File: src/rtl/sel_sort_pkg.sv
// Shared types for the selection-sort controller: FSM state encoding and RAM owner codes.
package sel_sort_pkg;

    typedef enum logic [3:0] {
        ST_IDLE,
        ST_RD_I,
        ST_CAP_I,
        ST_RD_J,
        ST_CMP_J,
        ST_DECIDE,
        ST_SWAP_WAIT,
        ST_NEXT_I,
        ST_DONE
    } state_t;

    localparam logic OWNER_CTRL = 1'b0;
    localparam logic OWNER_SWAP = 1'b1;

endpackage

File: src/rtl/sel_sort_min_tracker.sv
// Running minimum of the inner scan. The minimum value and its index live here.
// load_i seeds both from element i. cmp_i replaces them only on a strictly smaller
// value, so equal values keep the earlier index.
module sel_sort_min_tracker
    import sel_sort_pkg::*;
#(
    parameter int SIZE_ADDR = 8,
    parameter int SIZE_DATA = 8
) (
    input  logic                 i_clk,
    input  logic                 i_rst_n,
    input  logic                 load_i,
    input  logic                 cmp_i,
    input  logic [SIZE_DATA-1:0] data_i,
    input  logic [SIZE_ADDR-1:0] addr_i,
    output logic [SIZE_ADDR-1:0] min_addr_o
);

    logic [SIZE_DATA-1:0] min_val_q;
    logic [SIZE_ADDR-1:0] min_addr_q;

    // Seed on load; on compare, take the new element only if it is strictly smaller.
    always_ff @(posedge i_clk or negedge i_rst_n) begin
        if (!i_rst_n) begin
            min_val_q  <= '0;
            min_addr_q <= '0;
        end else if (load_i) begin
            min_val_q  <= data_i;
            min_addr_q <= addr_i;
        end else if (cmp_i && (data_i < min_val_q)) begin
            min_val_q  <= data_i;
            min_addr_q <= addr_i;
        end
    end

    assign min_addr_o = min_addr_q;

endmodule

File: src/rtl/sel_sort_ctrl.sv
// Selection-sort sequencer for an external single-port RAM. The controller only issues
// reads. Each exchange is handed to an external swap unit, and the RAM port is passed
// to that unit through o_ram_owner.
//
// state      | meaning
// IDLE       | waiting for i_start
// RD_I       | read element i, set j = i + 1
// CAP_I      | seed minimum with element i
// RD_J       | read element j
// CMP_J      | fold element j into minimum, advance j or finish scan
// DECIDE     | launch swap if minimum is not at i
// SWAP_WAIT  | RAM owned by swap unit until i_swap_done
// NEXT_I     | advance i or finish
// DONE       | one-cycle completion pulse
module sel_sort_ctrl
    import sel_sort_pkg::*;
#(
    parameter int SIZE_ADDR = 8,
    parameter int SIZE_DATA = 8
) (
    input  logic                 i_clk,
    input  logic                 i_rst_n,
    input  logic                 i_start,
    input  logic [SIZE_ADDR-1:0] i_last_addr,
    output logic                 o_busy,
    output logic                 o_done,
    output logic                 o_ram_rd_en,
    output logic [SIZE_ADDR-1:0] o_ram_addr,
    input  logic [SIZE_DATA-1:0] i_ram_rdata,
    output logic                 o_ram_owner,
    output logic                 o_swap_start,
    output logic [SIZE_ADDR-1:0] o_swap_addr_i,
    output logic [SIZE_ADDR-1:0] o_swap_addr_smallest,
    input  logic                 i_swap_done
);

    state_t               state_q, state_d;
    logic [SIZE_ADDR-1:0] i_q, i_d;
    logic [SIZE_ADDR-1:0] j_q, j_d;
    logic [SIZE_ADDR-1:0] last_q, last_d;
    logic                 owner_q, owner_d;
    logic                 min_load, min_cmp;
    logic [SIZE_ADDR-1:0] min_addr;

    sel_sort_min_tracker #(
        .SIZE_ADDR (SIZE_ADDR),
        .SIZE_DATA (SIZE_DATA)
    ) u_min (
        .i_clk      (i_clk),
        .i_rst_n    (i_rst_n),
        .load_i     (min_load),
        .cmp_i      (min_cmp),
        .data_i     (i_ram_rdata),
        .addr_i     (min_load ? i_q : j_q),
        .min_addr_o (min_addr)
    );

    // State and index registers. Reset abandons any sort in progress.
    always_ff @(posedge i_clk or negedge i_rst_n) begin
        if (!i_rst_n) begin
            state_q <= ST_IDLE;
            i_q     <= '0;
            j_q     <= '0;
            last_q  <= '0;
            owner_q <= OWNER_CTRL;
        end else begin
            state_q <= state_d;
            i_q     <= i_d;
            j_q     <= j_d;
            last_q  <= last_d;
            owner_q <= owner_d;
        end
    end

    // Next-state and output decode. The indices never pass last, so they cannot wrap
    // even when last is the highest address.
    always_comb begin
        state_d      = state_q;
        i_d          = i_q;
        j_d          = j_q;
        last_d       = last_q;
        owner_d      = owner_q;
        o_done       = 1'b0;
        o_ram_rd_en  = 1'b0;
        o_ram_addr   = '0;
        o_swap_start = 1'b0;
        min_load     = 1'b0;
        min_cmp      = 1'b0;

        case (state_q)
            ST_IDLE: begin
                if (i_start) begin
                    last_d = i_last_addr;
                    i_d    = '0;
                    state_d = (i_last_addr != '0) ? ST_RD_I : ST_DONE;
                end
            end
            ST_RD_I: begin
                o_ram_rd_en = 1'b1;
                o_ram_addr  = i_q;
                j_d         = i_q + 1'b1;
                state_d     = ST_CAP_I;
            end
            ST_CAP_I: begin
                min_load = 1'b1;
                state_d  = ST_RD_J;
            end
            ST_RD_J: begin
                o_ram_rd_en = 1'b1;
                o_ram_addr  = j_q;
                state_d     = ST_CMP_J;
            end
            ST_CMP_J: begin
                min_cmp = 1'b1;
                if (j_q == last_q) begin
                    state_d = ST_DECIDE;
                end else begin
                    j_d     = j_q + 1'b1;
                    state_d = ST_RD_J;
                end
            end
            ST_DECIDE: begin
                if (min_addr != i_q) begin
                    o_swap_start = 1'b1;
                    owner_d      = OWNER_SWAP;
                    state_d      = ST_SWAP_WAIT;
                end else begin
                    state_d = ST_NEXT_I;
                end
            end
            ST_SWAP_WAIT: begin
                if (i_swap_done) begin
                    owner_d = OWNER_CTRL;
                    state_d = ST_NEXT_I;
                end
            end
            ST_NEXT_I: begin
                if (i_q == last_q - 1'b1) begin
                    state_d = ST_DONE;
                end else begin
                    i_d     = i_q + 1'b1;
                    state_d = ST_RD_I;
                end
            end
            ST_DONE: begin
                o_done  = 1'b1;
                state_d = ST_IDLE;
            end
            default: state_d = ST_IDLE;
        endcase
    end

    assign o_busy               = (state_q != ST_IDLE);
    assign o_ram_owner          = owner_q;
    assign o_swap_addr_i        = i_q;
    assign o_swap_addr_smallest = min_addr;

endmodule

File: config.mk
export PLATFORM = sky130hd
export DESIGN_NAME = sel_sort_ctrl
export DESIGN_NICKNAME = d
export VERILOG_FILES = /design/src/rtl/sel_sort_pkg.sv /design/src/rtl/sel_sort_min_tracker.sv /design/src/rtl/sel_sort_ctrl.sv
export SDC_FILE = /design/constraint.sdc
export NUM_CORES = 1
export LEC_CHECK = 0
export CAP_MARGIN = 0
export CORE_MARGIN = 5
export CORE_UTILIZATION = 25
export DETAILED_ROUTE_END_ITERATION = 8
export GPL_ROUTABILITY_DRIVEN = 1
export MAX_ROUTING_LAYER = met4
export SYNTH_ARGS = -nofsm -noshare
export SYNTH_HDL_FRONTEND = slang
export SYNTH_SLANG_ARGS = --single-unit
File: constraint.sdc
create_clock -name i_clk -period 2.9 [get_ports i_clk]
set_input_delay 0.58 -clock i_clk [delete_from_list [all_inputs] [get_ports i_clk]]
set_output_delay 0.58 -clock i_clk [all_outputs]
set_load 0.05 [all_outputs]
**After elaboration in Yosys (flattened, before gate mapping)**

Index checks and enable logic that the tools add are counted.

- $add $sub $neg: 3
- Multipliers: 0
- Div/mod/pow operators: 0
- Order comparisons: 1
- Equal/unequal tests: 16
- Shift-type cells: 0
- Multiplexer cells: 27
- Bitwise gates (word level): 0
- Reductions and logical operators: 14

Operator list:

| kind | count |
|---|---|
| 8-bit 2-to-1 mux | 8 |
| 8-bit case mux with 2 select lines | 3 |
| 4-bit case mux with 8 select lines | 1 |
| 8-bit by 1-bit adder with 8-bit output (second input constant) | 2 |
| 4-bit by 3-bit equality test with 1-bit output (second input constant) | 4 |
| 8-bit equality test | 2 |
| 4-bit 2-to-1 mux | 4 |
| 2-bit inequality test (second input constant) | 5 |
| 1-bit 2-to-1 mux | 9 |
| 4-bit by 2-bit equality test with 1-bit output (second input constant) | 2 |
| 8-bit less-than comparator | 1 |
| 8-bit inequality test | 1 |
| 2-bit nonzero test | 4 |
| 8-bit nonzero test | 1 |
| 8-bit by 1-bit subtractor with 8-bit output (second input constant) | 1 |
| 2-bit AND reduction | 3 |
| 3-bit AND reduction | 2 |
| 4-bit by 1-bit equality test with 1-bit output (second input constant) | 1 |
| 4-bit equality test (second input constant) | 1 |
| 4-bit zero test | 1 |
| 4-bit nonzero test | 1 |
| 3-bit 2-to-1 mux | 1 |
| 1-bit case mux with 2 select lines | 1 |
| 2-bit OR reduction | 1 |
| 1-bit logical AND | 1 |

- Flip-flop bits (word level): 45
- Latch bits: 0
- Bits in writable memories: 0
- Memory bits (read-only): 0
- Bits of input ports: 20
- Logic and storage cells: 68
- Memories kept: 0

**Depth between registers and ports, before layout**

Gate-level depths: netlist of run 1.

- Depth after elaboration: 5
- Gate-level depth with buffers: 9

**Modules after synthesis**

From an unflattened synthesis of run 1, not the netlist that was laid out.

- Cells, all modules: 327
- Area, all modules: 3175.5 µm²

Modules (own cells, without submodules):

| module | instances | cells each | area an instance (µm²) |
|---|---|---|---|
| sel_sort_ctrl | 1 | 267 | 2328.5 |
| sel_sort_min_tracker | 1 | 60 | 847.1 |

**Worst setup path before layout of run 1**

Ideal clock, no wire load.

- Kind: reg2out
- Start: reg state_q[1]
- End: out o_done
- Arrival: 2596 ps
- Required time: 2320 ps
- Slack: -276 ps
- Stages on the path, launching flop included: 4
- Path through: dfrtp_1 clkbuf_1 clkbuf_1 nor4b_1

- Cells in the longest elaborated chain, start to end: 2

RTL lines:

| item | RTL line | text |
|---|---|---|
| start, declared | sel_sort_ctrl.sv:37 | `state_t state_q, state_d;` |
| start signal, assigned | sel_sort_ctrl.sv:67 | `state_q <= state_d;` |
| 4-bit equality test | sel_sort_ctrl.sv:90 | `case (state_q)` |
| 1-bit 2-to-1 mux | sel_sort_ctrl.sv:90 |  |
| end, declared | sel_sort_ctrl.sv:26 | `output logic o_done,` |

Every way passes these cells.

**Worst setup path after layout of run 1**

- Start: reg state_q[2]
- End: out o_ram_rd_en

- Cells in the longest elaborated chain, start to end: 3
- Elaborated cells between the ends (all ways): 4
- Classes of those cells: eq/ne (2); mux (1); reduce/logical (1)

RTL lines:

| item | RTL line | text |
|---|---|---|
| 4-bit by 2-bit equality test with 1-bit output or 4-bit by 1-bit equality test with 1-bit output (tied branches) | sel_sort_ctrl.sv:90 |  |
| 2-bit OR reduction (no line) * | n/a |  |
| 1-bit 2-to-1 mux * | sel_sort_ctrl.sv:90 |  |
| end, declared | sel_sort_ctrl.sv:27 | `output logic o_ram_rd_en,` |

Every way passes the cells marked *; elsewhere a longest branch is shown, timed or not.

==> flow_metrics.py, run 1 <==
metrics = {
    "logic_synthesis": {
        "ys_seq_elements": 45,
        "syn_inst": 325,
        "synth_area_per_cell_sq_um": 9.282,
        "synth_cell_types": 56,
        "synth-seq-area-share_pct": 37.33,
        "syn_area_sq_mm": 0.003017,
        "synth_ff_type": "dfrtp_1",
        "synth_warnings": 0,
        "synth_edf_count": 0,
        "synth_nets": 355,
        "synthArstFlopShare_pct": 100.0,
    },
    "final_layout": {
        "nNetsFinal": 400,
        "instances_no_fill": 517,
        "syn_to_final_growth_pct": 25.88,
        "multi_input_area_sq_mm": 0.001728,
        "num-fill-cells": 1234,
        "drive_gt1_share_pct": 14.59,
        "final_core_util_pct": 31.88,
        "regArea_sq_mm": 0.001126,
        "diodes": 0,
    },
    "pwr": {
        "max-vdd-ir-drop_mv": 0.2310,
        "p_leak_uw": 0.001641,
        "p_per_area_mw_per_mm2": 485.9,
    },
    "drt": {
        "drtIter0Drc": 202,
        "drc": 0,
        "detail-route-antenna-nets": 0,
        "drt_wl_total_um": 8485,
        "vias_per_cell": 4.967,
        "detailedRoute.firstPassIterationCount": 4,
        "avgRoutedWirePerCell_um": 16.41,
        "vias": 2568,
    },
    "global_routing": {
        "grtUsageTotal_pct": 12.46,
        "grt_pass1_vias": 2680,
        "overflow": 0,
        "grt_pass1_wl_um": 13940,
        "grt_max_degree": 46,
        "grt_antenna_before_repair": 0,
    },
    "place": {
        "post-place-ws_ns": 0.05206,
        "io_buffers": 48,
        "place_inst": 510,
        "gp_congestion": 0.8060,
        "post-dp-hpwl_um": 6361,
    },
    "setup_path": {
        "crit_required_ns": 2.32,
        "timing_worst_setup_path_type": "reg2out",
        "worstPathArrival_ns": 2.15,
        "crit_path_end_kind": "output pin",
        "critPathMaxFanout": 12,
        "cp-start-kind": "flop",
    },
    "clock_network": {
        "worstSkewPairLatency_ns": 0.28,
        "clk_pin_slew_ns": 0.06,
        "cts_hold_buf": 0,
        "numCtsBuffers": 5,
        "cts.repair.resized": 0,
        "cts_tree": "done",
        "cts-htree-levels": 2,
        "clockRootBuffer": "clkbuf_16",
        "cts_setup_buffers": 0,
        "cts.path.max_buffers": 2,
        "cts_sinks": 45,
    },
    "timing": {
        "worstMarginPinSlew_ns": 1.056,
        "timing.final.ws_setup_ns": 0.1705,
        "rsz0062_at_grt": "false",
        "fin_skew_ns": 0.004122,
        "slew-limit-headroom_pct": 29.60,
        "drv_slew": 0,
        "min_period_ns": 2.729,
        "finalSetupViolCount": 0,
        "finalHoldViolCount": 0,
        "fmax_ghz": 0.3664,
        "fin_crit_sh_pct": 94.12,
        "finalSetupTns_ns": 0,
    },
    "floorplanning": {
        "start_util_pct": 25.33,
        "die_y_um": 119.8,
        "io_pins": 49,
        "die_area_sq_mm": 0.01436,
        "fp.dieW_um": 119.8,
        "core-area_sq_mm": 0.01191,
        "core.rowCount": 40,
    },
    "worst_hold_path": {
        "min_path_type": "in2async",
    },
    "job": {
        "maxCapViolations": 0,
    },
    "run_status": {
        "status": "finished, final reports clean",
    },
}
[per-stage QoR]
step	cell area, sq um	power, uW	hold WS, ns
floorplan	3023	1132	0.2844
global placement	3655	1275	0.4881
detailed placement	3655	1298	0.4949
CTS	3797	1873	0.5087
global route	3797	1952	0.5305
finish	3797	1845	0.4769
[path summary, 6_finish.rpt]
kind | cells after the start | start | end | slack (ns)
max | 4 | state_q[2] | o_ram_rd_en | 0.17
min | 1 | i_rst_n | o_ram_owner | 0.48
max reg2reg | 8 | last_q[1] | o_swap_addr_i[7] | 0.34
min reg2reg | 1 | u_min.min_val_q[0] | u_min.min_val_q[0] | 0.51
max in group asynchronous | 1 | i_rst_n | j_q[5] | 1.76
min in group i_clk | 1 | u_min.min_val_q[0] | u_min.min_val_q[0] | 0.51
[critical path, stage by stage (launching register included)]
cell and delay, ns:
dfrtp_1 0.51, nor2_1 0.17, nand2_1 0.26, inv_1 0.12
clkdlybuf4s50_1 0.80
[state kept, by name, summed over array words and instances, names as in the netlist]
register and count:
o_swap_addr_i 8, u_min.min_val_q 8, o_ram_owner 1, u_min.min_addr_o 8, state_q 4, last_q 8, j_q 8
[cells by family after synthesis]
family / after synthesis / synth area share [%]
and+or+nand+nor: 101 / 17.46
AOI/OAI and AO/OA: 63 / 14.19
DFF: 45 / 37.33
buffers and inverters: 40 / 5.599
muxes: 35 / 12.28
xor gates and xnor gates: 31 / 9.000
adders and majority gates: 10 / 4.148
[layer usage]
| layer | global-route usage [%] | share of wire (%) | wire length (um) | vias up |
|---|---|---|---|---|
| li1 | - | - | - | 1246 |
| met2 | 21.12 | 50 | 4254 | 69 |
| met4 | 5.011 | 2.8 | 240 | 0 |
| met5 | - | 0 | 0 | - |
| met3 | 1.697 | 3.0 | 255 | 23 |
| met1 | 15.02 | 44 | 3735 | 1230 |
[cells in the final DEF, fill, tap and decap left out, drive strengths merged, types with 2 or more instances in the layout]
master	Yosys	layout
a211oi	4	4
a21o	2	2
a21oi	23	23
a311o	4	4
a31oi	2	2
a32oi	2	2
and3	5	5
buf	8	22
clkbuf	13	7
clkdlybuf4s50	0	37
dfrtp	45	45
ha	10	10
inv	19	19
mux2	16	16
mux2i	19	19
nand2	24	24
nand2b	4	4
nand3	8	8
nand4	5	5
nor2	30	30
nor3	5	5
nor3b	2	2
nor4	7	7
nor4b	2	2
o21a	2	2
o21ai	9	9
o31ai	4	4
or4	3	3
xnor2	19	19
xor2	12	12
[synthesized netlist by cell type (2+ instances only)]
cell	count	share of area, %
dfrtp_1	45	37
nor2_1	29	3.6
a21oi_1	23	3.8
nand2_1	23	2.9
inv_1	19	2.4
mux2i_1	19	6.3
xnor2_1	19	5.5
mux2_2	16	6.0
clkbuf_1	12	1.5
xor2_1	12	3.5
ha_1	10	4.1
o21ai_0	9	1.5
nand3_1	8	1.3
nor4_1	7	1.5
and3_1	5	1.0
buf_2	5	0.83
nand4_1	5	1.0
a311o_1	4	1.3
nand2b_1	4	0.83
o31ai_1	4	1.0
a211oi_1	3	0.75
nor3_1	3	0.50
a21o_1	2	0.50
a31oi_1	2	0.41
a32oi_1	2	0.58
nor3b_1	2	0.50
nor4b_1	2	0.58
o21a_1	2	0.50
or4_1	2	0.50
[report_power, final]
part	total (uW)	switching (uW)	leakage (uW)	internal (uW)
clock	566	227	0.0000700	339
combinational	522	271	0.00105	251
sequential	757	52.3	0.000526	705
total	1850	551	0.00164	1290
[area by class of cell]
class,instances,area share [%]
Sequential cell,45,29.65
Clock buffer,7,3.756
Timing Repair Buffer,59,14.37
Inverter,19,1.878
Tap cell,147,4.843
Multi-Input combinational cell,240,45.50
Note: power is estimated with default switching activity, not from simulation.
==> inputs of run 2 (changes only) <==
Settings changed: PLACE_DENSITY_LB_ADDON from default to 0.15.
==> flow_metrics.py, run 2 (same netlist as run 1, synthesis figures left out) <==
metrics = {
    "floorplanning": {
        "io_pins": 49,
        "die_y_um": 119.8,
        "start_util_pct": 25.33,
        "die_area_sq_mm": 0.01436,
        "core-area_sq_mm": 0.01191,
        "core.rowCount": 40,
        "fp.dieW_um": 119.8,
    },
    "timing": {
        "min_period_ns": 2.562,
        "fin_crit_sh_pct": 88.35,
        "slew-limit-headroom_pct": 54.82,
        "rsz0062_at_grt": "false",
        "finalSetupViolCount": 0,
        "worstMarginPinSlew_ns": 0.6753,
        "fmax_ghz": 0.3903,
        "finalSetupTns_ns": 0,
        "drv_slew": 0,
        "finalHoldViolCount": 0,
        "fin_skew_ns": 0.003427,
    },
    "drt": {
        "avgRoutedWirePerCell_um": 16.86,
        "drc": 0,
        "vias_per_cell": 4.893,
        "vias": 2554,
        "detail-route-antenna-nets": 0,
        "drt_wl_total_um": 8801,
        "drtIter0Drc": 140,
        "detailedRoute.firstPassIterationCount": 4,
    },
    "final_layout": {
        "mostFrequentLayoutCells": "dfrtp_1, clkdlybuf4s50_1, nor2_1",
        "nNetsFinal": 405,
        "final_common_cell": "dfrtp_1",
        "num-fill-cells": 1272,
        "syn_to_final_growth_pct": 27.04,
        "diodes": 0,
        "drive_gt1_share_pct": 16.00,
    },
    "setup_path": {
        "critPathMaxFanout": 11,
        "crit_path_end_kind": "output pin",
        "crit_required_ns": 2.32,
        "crit_chain": "xnor2_1, nand4_1, nor2_1, nor3_1, and2_1, buf_12",
        "worstPathArrival_ns": 1.98,
        "cp-start-kind": "flop",
        "timing_worst_setup_path_type": "reg2out",
        "crit_slowest_cell": "dfrtp_1",
        "cpPeakStageDelay_ns": 0.66,
    },
    "pwr": {
        "p_leak_uw": 0.001666,
        "p_per_area_mw_per_mm2": 481.4,
        "max-vdd-ir-drop_mv": 0.2187,
        "p_total_uw": 1845,
    },
    "clock_network": {
        "cts_tree": "done",
        "cts.repair.resized": 0,
        "cts.path.max_buffers": 2,
        "cts_setup_buffers": 0,
        "cts-htree-levels": 2,
        "numCtsBuffers": 5,
        "cts_hold_buf": 0,
        "worstSkewPairLatency_ns": 0.29,
        "clockRootBuffer": "clkbuf_16",
        "clk_pin_slew_ns": 0.06,
        "cts_sinks": 45,
    },
    "worst_hold_path": {
        "min_path_type": "in2async",
    },
    "job": {
        "maxCapViolations": 0,
    },
    "place": {
        "gp_congestion": 0.7786,
        "post-dp-hpwl_um": 6603,
        "io_buffers": 48,
    },
    "run_status": {
        "status": "finished, final reports clean",
    },
    "global_routing": {
        "overflow": 0,
        "grtUsageTotal_pct": 12.75,
        "grt_max_degree": 20,
        "grt_pass1_vias": 2598,
        "grt_pass1_wl_um": 14020,
        "grt_antenna_before_repair": 0,
    },
}
-- run 2: cell count changes in the layout (fill, tap and decap cells not counted), sizes merged --
cell and change:
clkdlybuf4s50 -1, buf +6
-- run 2: final timing paths --
path                                     from             endpoint  slack (ns)  cells past startpoint
setup / recovery             o_swap_addr_i[0]         o_swap_start        0.34                      6
hold / removal                        i_rst_n  u_min.min_addr_o[6]        0.21                      1
setup reg to reg                    last_q[1]     o_swap_addr_i[3]        0.41                      8
hold reg to reg            u_min.min_val_q[2]   u_min.min_val_q[2]        0.50                      1
max in group asynchronous             i_rst_n     o_swap_addr_i[5]        2.07                      2
min in group i_clk         u_min.min_val_q[2]   u_min.min_val_q[2]        0.50                      1
-- run 2: through the flow --
stage / util, % / cell area [sq um] / worst slack, ns / hold slack, ns / cells
finish: 32.17 / 3832 / 0.3379 / 0.2133 / 522
detailed placement: 30.98 / 3690 / 0.06484 / 0.4956 / 515
CTS: 32.17 / 3832 / 0.2919 / 0.2242 / 522
floorplan: - / 3023 / 0.3892 / 0.2844 / 325
global placement: 30.98 / 3690 / 0.1055 / 0.4877 / 515
global route: 32.17 / 3832 / 0.1761 / 0.2358 / 522
-- run 2: metal layers --
metal / share of wire [%] / wire, um / GRT usage (%)
met1: 44 / 3833 / 15.33
met2: 52 / 4540 / 22.14
met3: 3.2 / 283 / 2.121
met4: 1.6 / 144 / 3.508
met5: 0 / 0 / -
-- run 2: cell type report --
cell class	count	area [sq um]	share of cell area (%)
clock buffers	7	142.6	3.722
multi-input cells	240	1728	45.09
flip-flops and latches	45	1126	29.38
well taps	147	183.9	4.799
repair buffers	64	580.6	15.15
inverters	19	71.32	1.861
-- run 2: power by group --
part,internal [uW],switching (uW),leakage (uW)
clock,339,236,0.0000700
sequential,705,48.3,0.000526
combinational,252,266,0.00107
total,1300,550,0.00167
-- run 2: critical path, delay by kind of cell, from the launching register on --
family | cells | cell delay [ns]
buf+inv | 1 | 0.15
simple gates | 4 | 0.70
xor+xnor | 1 | 0.18
flops | 1 | 0.66
==> inputs of run 3 (changes only) <==
Settings changed: ABC_AREA from default to 1.
==> flow_metrics.py, run 3 <==
metrics = {
    "run_status": {
        "status": "finished, final reports clean",
    },
    "logic_synthesis": {
        "syn_inst": 445,
        "syn_area_sq_mm": 0.003173,
        "synthArstFlopShare_pct": 100.0,
        "synth_warnings": 0,
        "synth-seq-area-share_pct": 35.49,
        "ys_seq_elements": 45,
        "synth_ff_type": "dfrtp_1",
        "synth_nets": 475,
        "synth_edf_count": 0,
        "yosysTopAreaCellShare_pct": 35.49,
        "synth_common_cells": "nand2_1, inv_1, nand3_1, dfrtp_1, nor2_1",
        "synth_most_common_cell": "nand2_1",
        "yosysTopAreaCell": "dfrtp_1",
        "synth.area.top_cells": "dfrtp_1, nand2_1, nand3_1",
        "synth_cell_types": 34,
        "synth_area_per_cell_sq_um": 7.130,
    },
    "setup_path": {
        "crit_path_end_kind": "output pin",
        "critPathMaxFanout": 4,
        "cpPeakStageDelay_ns": 0.71,
        "worstPathArrival_ns": 2.02,
        "crit_required_ns": 2.32,
        "worst-path-buf-inv": 3,
        "crit_slowest_cell": "clkdlybuf4s50_1",
        "cp-start-kind": "flop",
        "crit_chain": "nor2_1, inv_2, nor2_1, inv_1, clkdlybuf4s50_1",
        "timing_worst_setup_path_type": "reg2out",
        "path_common_cell": "nor2_1",
        "cp_top_family": "buffers and inverters",
    },
    "drt": {
        "drtIter0Drc": 122,
        "detailedRoute.firstPassIterationCount": 4,
        "vias": 2968,
        "avgRoutedWirePerCell_um": 14.09,
        "vias_per_cell": 4.456,
        "detail-route-antenna-nets": 0,
        "drc": 0,
        "drt_wl_total_um": 9383,
    },
    "timing": {
        "fin_skew_ns": 0.003925,
        "min_period_ns": 2.603,
        "finalSetupTns_ns": 0,
        "finalHoldViolCount": 0,
        "drv_slew": 0,
        "slew-limit-headroom_pct": 57.99,
        "fmax_ghz": 0.3841,
        "worstMarginPinSlew_ns": 0.6302,
        "finalSetupViolCount": 0,
        "rsz0062_at_grt": "false",
        "fin_crit_sh_pct": 89.77,
    },
    "pwr": {
        "switching_share_pct": 49.18,
        "p_sw_uw": 1685,
        "p_leak_uw": 0.001902,
        "clock_power_share_pct": 17.1,
        "internal-power_uw": 1741,
        "max-vdd-ir-drop_mv": 0.3246,
        "p_total_uw": 3425,
        "p_per_area_mw_per_mm2": 861.7,
        "pwr-share-seq_pct": 30.0,
        "p_comb_share_pct": 52.9,
    },
    "floorplanning": {
        "fp.dieW_um": 122.7,
        "die_area_sq_mm": 0.01505,
        "core-area_sq_mm": 0.01252,
        "io_pins": 49,
        "die_y_um": 122.7,
        "core.rowCount": 41,
        "start_util_pct": 25.35,
    },
    "place": {
        "gp_congestion": 0.8456,
        "io_buffers": 48,
        "post-dp-hpwl_um": 7133,
    },
    "clock_network": {
        "cts_hold_buf": 0,
        "worstSkewPairLatency_ns": 0.30,
        "cts.path.max_buffers": 2,
        "cts.repair.resized": 0,
        "clockRootBuffer": "clkbuf_16",
        "clk_pin_slew_ns": 0.07,
        "cts-htree-levels": 2,
        "cts_sinks": 45,
        "cts_setup_buffers": 0,
        "numCtsBuffers": 5,
        "cts_tree": "done",
    },
    "global_routing": {
        "grt_pass1_wl_um": 15490,
        "overflow": 0,
        "grt_antenna_before_repair": 0,
        "grtUsageTotal_pct": 13.77,
        "grt_pass1_vias": 2912,
        "grt_max_degree": 46,
    },
    "job": {
        "maxCapViolations": 0,
    },
    "final_layout": {
        "diodes": 0,
        "final_common_cell": "nand2_1",
        "mostFrequentLayoutCells": "nand2_1, inv_1, nand3_1",
        "drive_gt1_share_pct": 12.55,
        "syn_to_final_growth_pct": 25.28,
        "nNetsFinal": 523,
    },
    "worst_hold_path": {
        "min_path_type": "in2async",
    },
}
[run 3: changes by cell type in the layout (fill, tap and decap cells not counted), sizes merged, moves of 16 or more]
cell	delta
inv	+39
mux2i	-19
o21ai	+28
mux2	-16
a21oi	-16
nand3	+46
nand2	+112
[run 3: through the flow]
stage | cells | setup slack (ns) | hold slack (ns) | cell area (sq um) | util [%]
final | 666 | 0.2966 | 0.3792 | 3975 | 31.76
after CTS | 666 | 0.2113 | 0.4069 | 3975 | 31.76
after global placement | 658 | 0.5594 | 0.4778 | 3832 | 30.62
after global routing | 666 | 0.1648 | 0.4491 | 3975 | 31.76
after floorplan | 445 | 0.2468 | 0.2844 | 3173 | -
after detailed placement | 658 | 0.5419 | 0.4838 | 3832 | 30.62
[run 3: path summary, 6_finish.rpt]
kind                                  start            endpoint  slack, ns  cells past startpoint
worst max-delay path             state_q[2]              o_busy       0.30                      5
worst min-delay path                i_rst_n  u_min.min_val_q[1]       0.38                      2
worst max register to register    last_q[0]    o_swap_addr_i[4]       0.81                     13
worst min register to register  o_ram_owner         o_ram_owner       0.50                      2
max in group asynchronous           i_rst_n    o_swap_addr_i[6]       2.09                      2
min in group i_clk              o_ram_owner         o_ram_owner       0.50                      2
[run 3: power by group through the flow]
| stage | clock, uW | sequential, uW | combinational [uW] |
|---|---|---|---|
| 2_1_floorplan | 0 | 1060 | 1320 |
| 3_3_place_gp | 0 | 1040 | 1810 |
| 3_5_place_dp | 0 | 1040 | 1830 |
| 4_1_cts | 610 | 1030 | 1840 |
| 5_1_grt | 636 | 1060 | 2060 |
| 6_report | 586 | 1030 | 1810 |
[run 3: metal layers]
metal / global-route usage [%] / wire length (um) / vias up
li1: - / - / 1523
met3: 2.673 / 429 / 11
met2: 21.25 / 4287 / 59
met5: - / 0 / -
met4: 5.248 / 210 / 0
met1: 17.88 / 4454 / 1375
[run 3: logic make-up (layout without fill, tap and decap cells)]
group / Yosys count / in the layout / synth area share (%)
compound gates: 56 / 56 / 10.37
xor+xnor: 21 / 21 / 5.797
fa+ha+maj: 10 / 10 / 3.943
buf+inv: 72 / 121 / 9.069
flops: 45 / 45 / 35.49
simple gates: 241 / 241 / 35.33
[run 3: layout make-up]
| class | count | area [sq um] |
|---|---|---|
| Fill cell | 1374 | 8542 |
| Multi-Input combinational cell | 328 | 1759 |
| Clock buffer | 5 | 125.1 |
| Inverter | 59 | 221.5 |
| Clock inverter | 3 | 17.52 |
| Tap cell | 172 | 215.2 |
| Sequential cell | 45 | 1126 |
| Timing Repair Buffer | 54 | 510.5 |
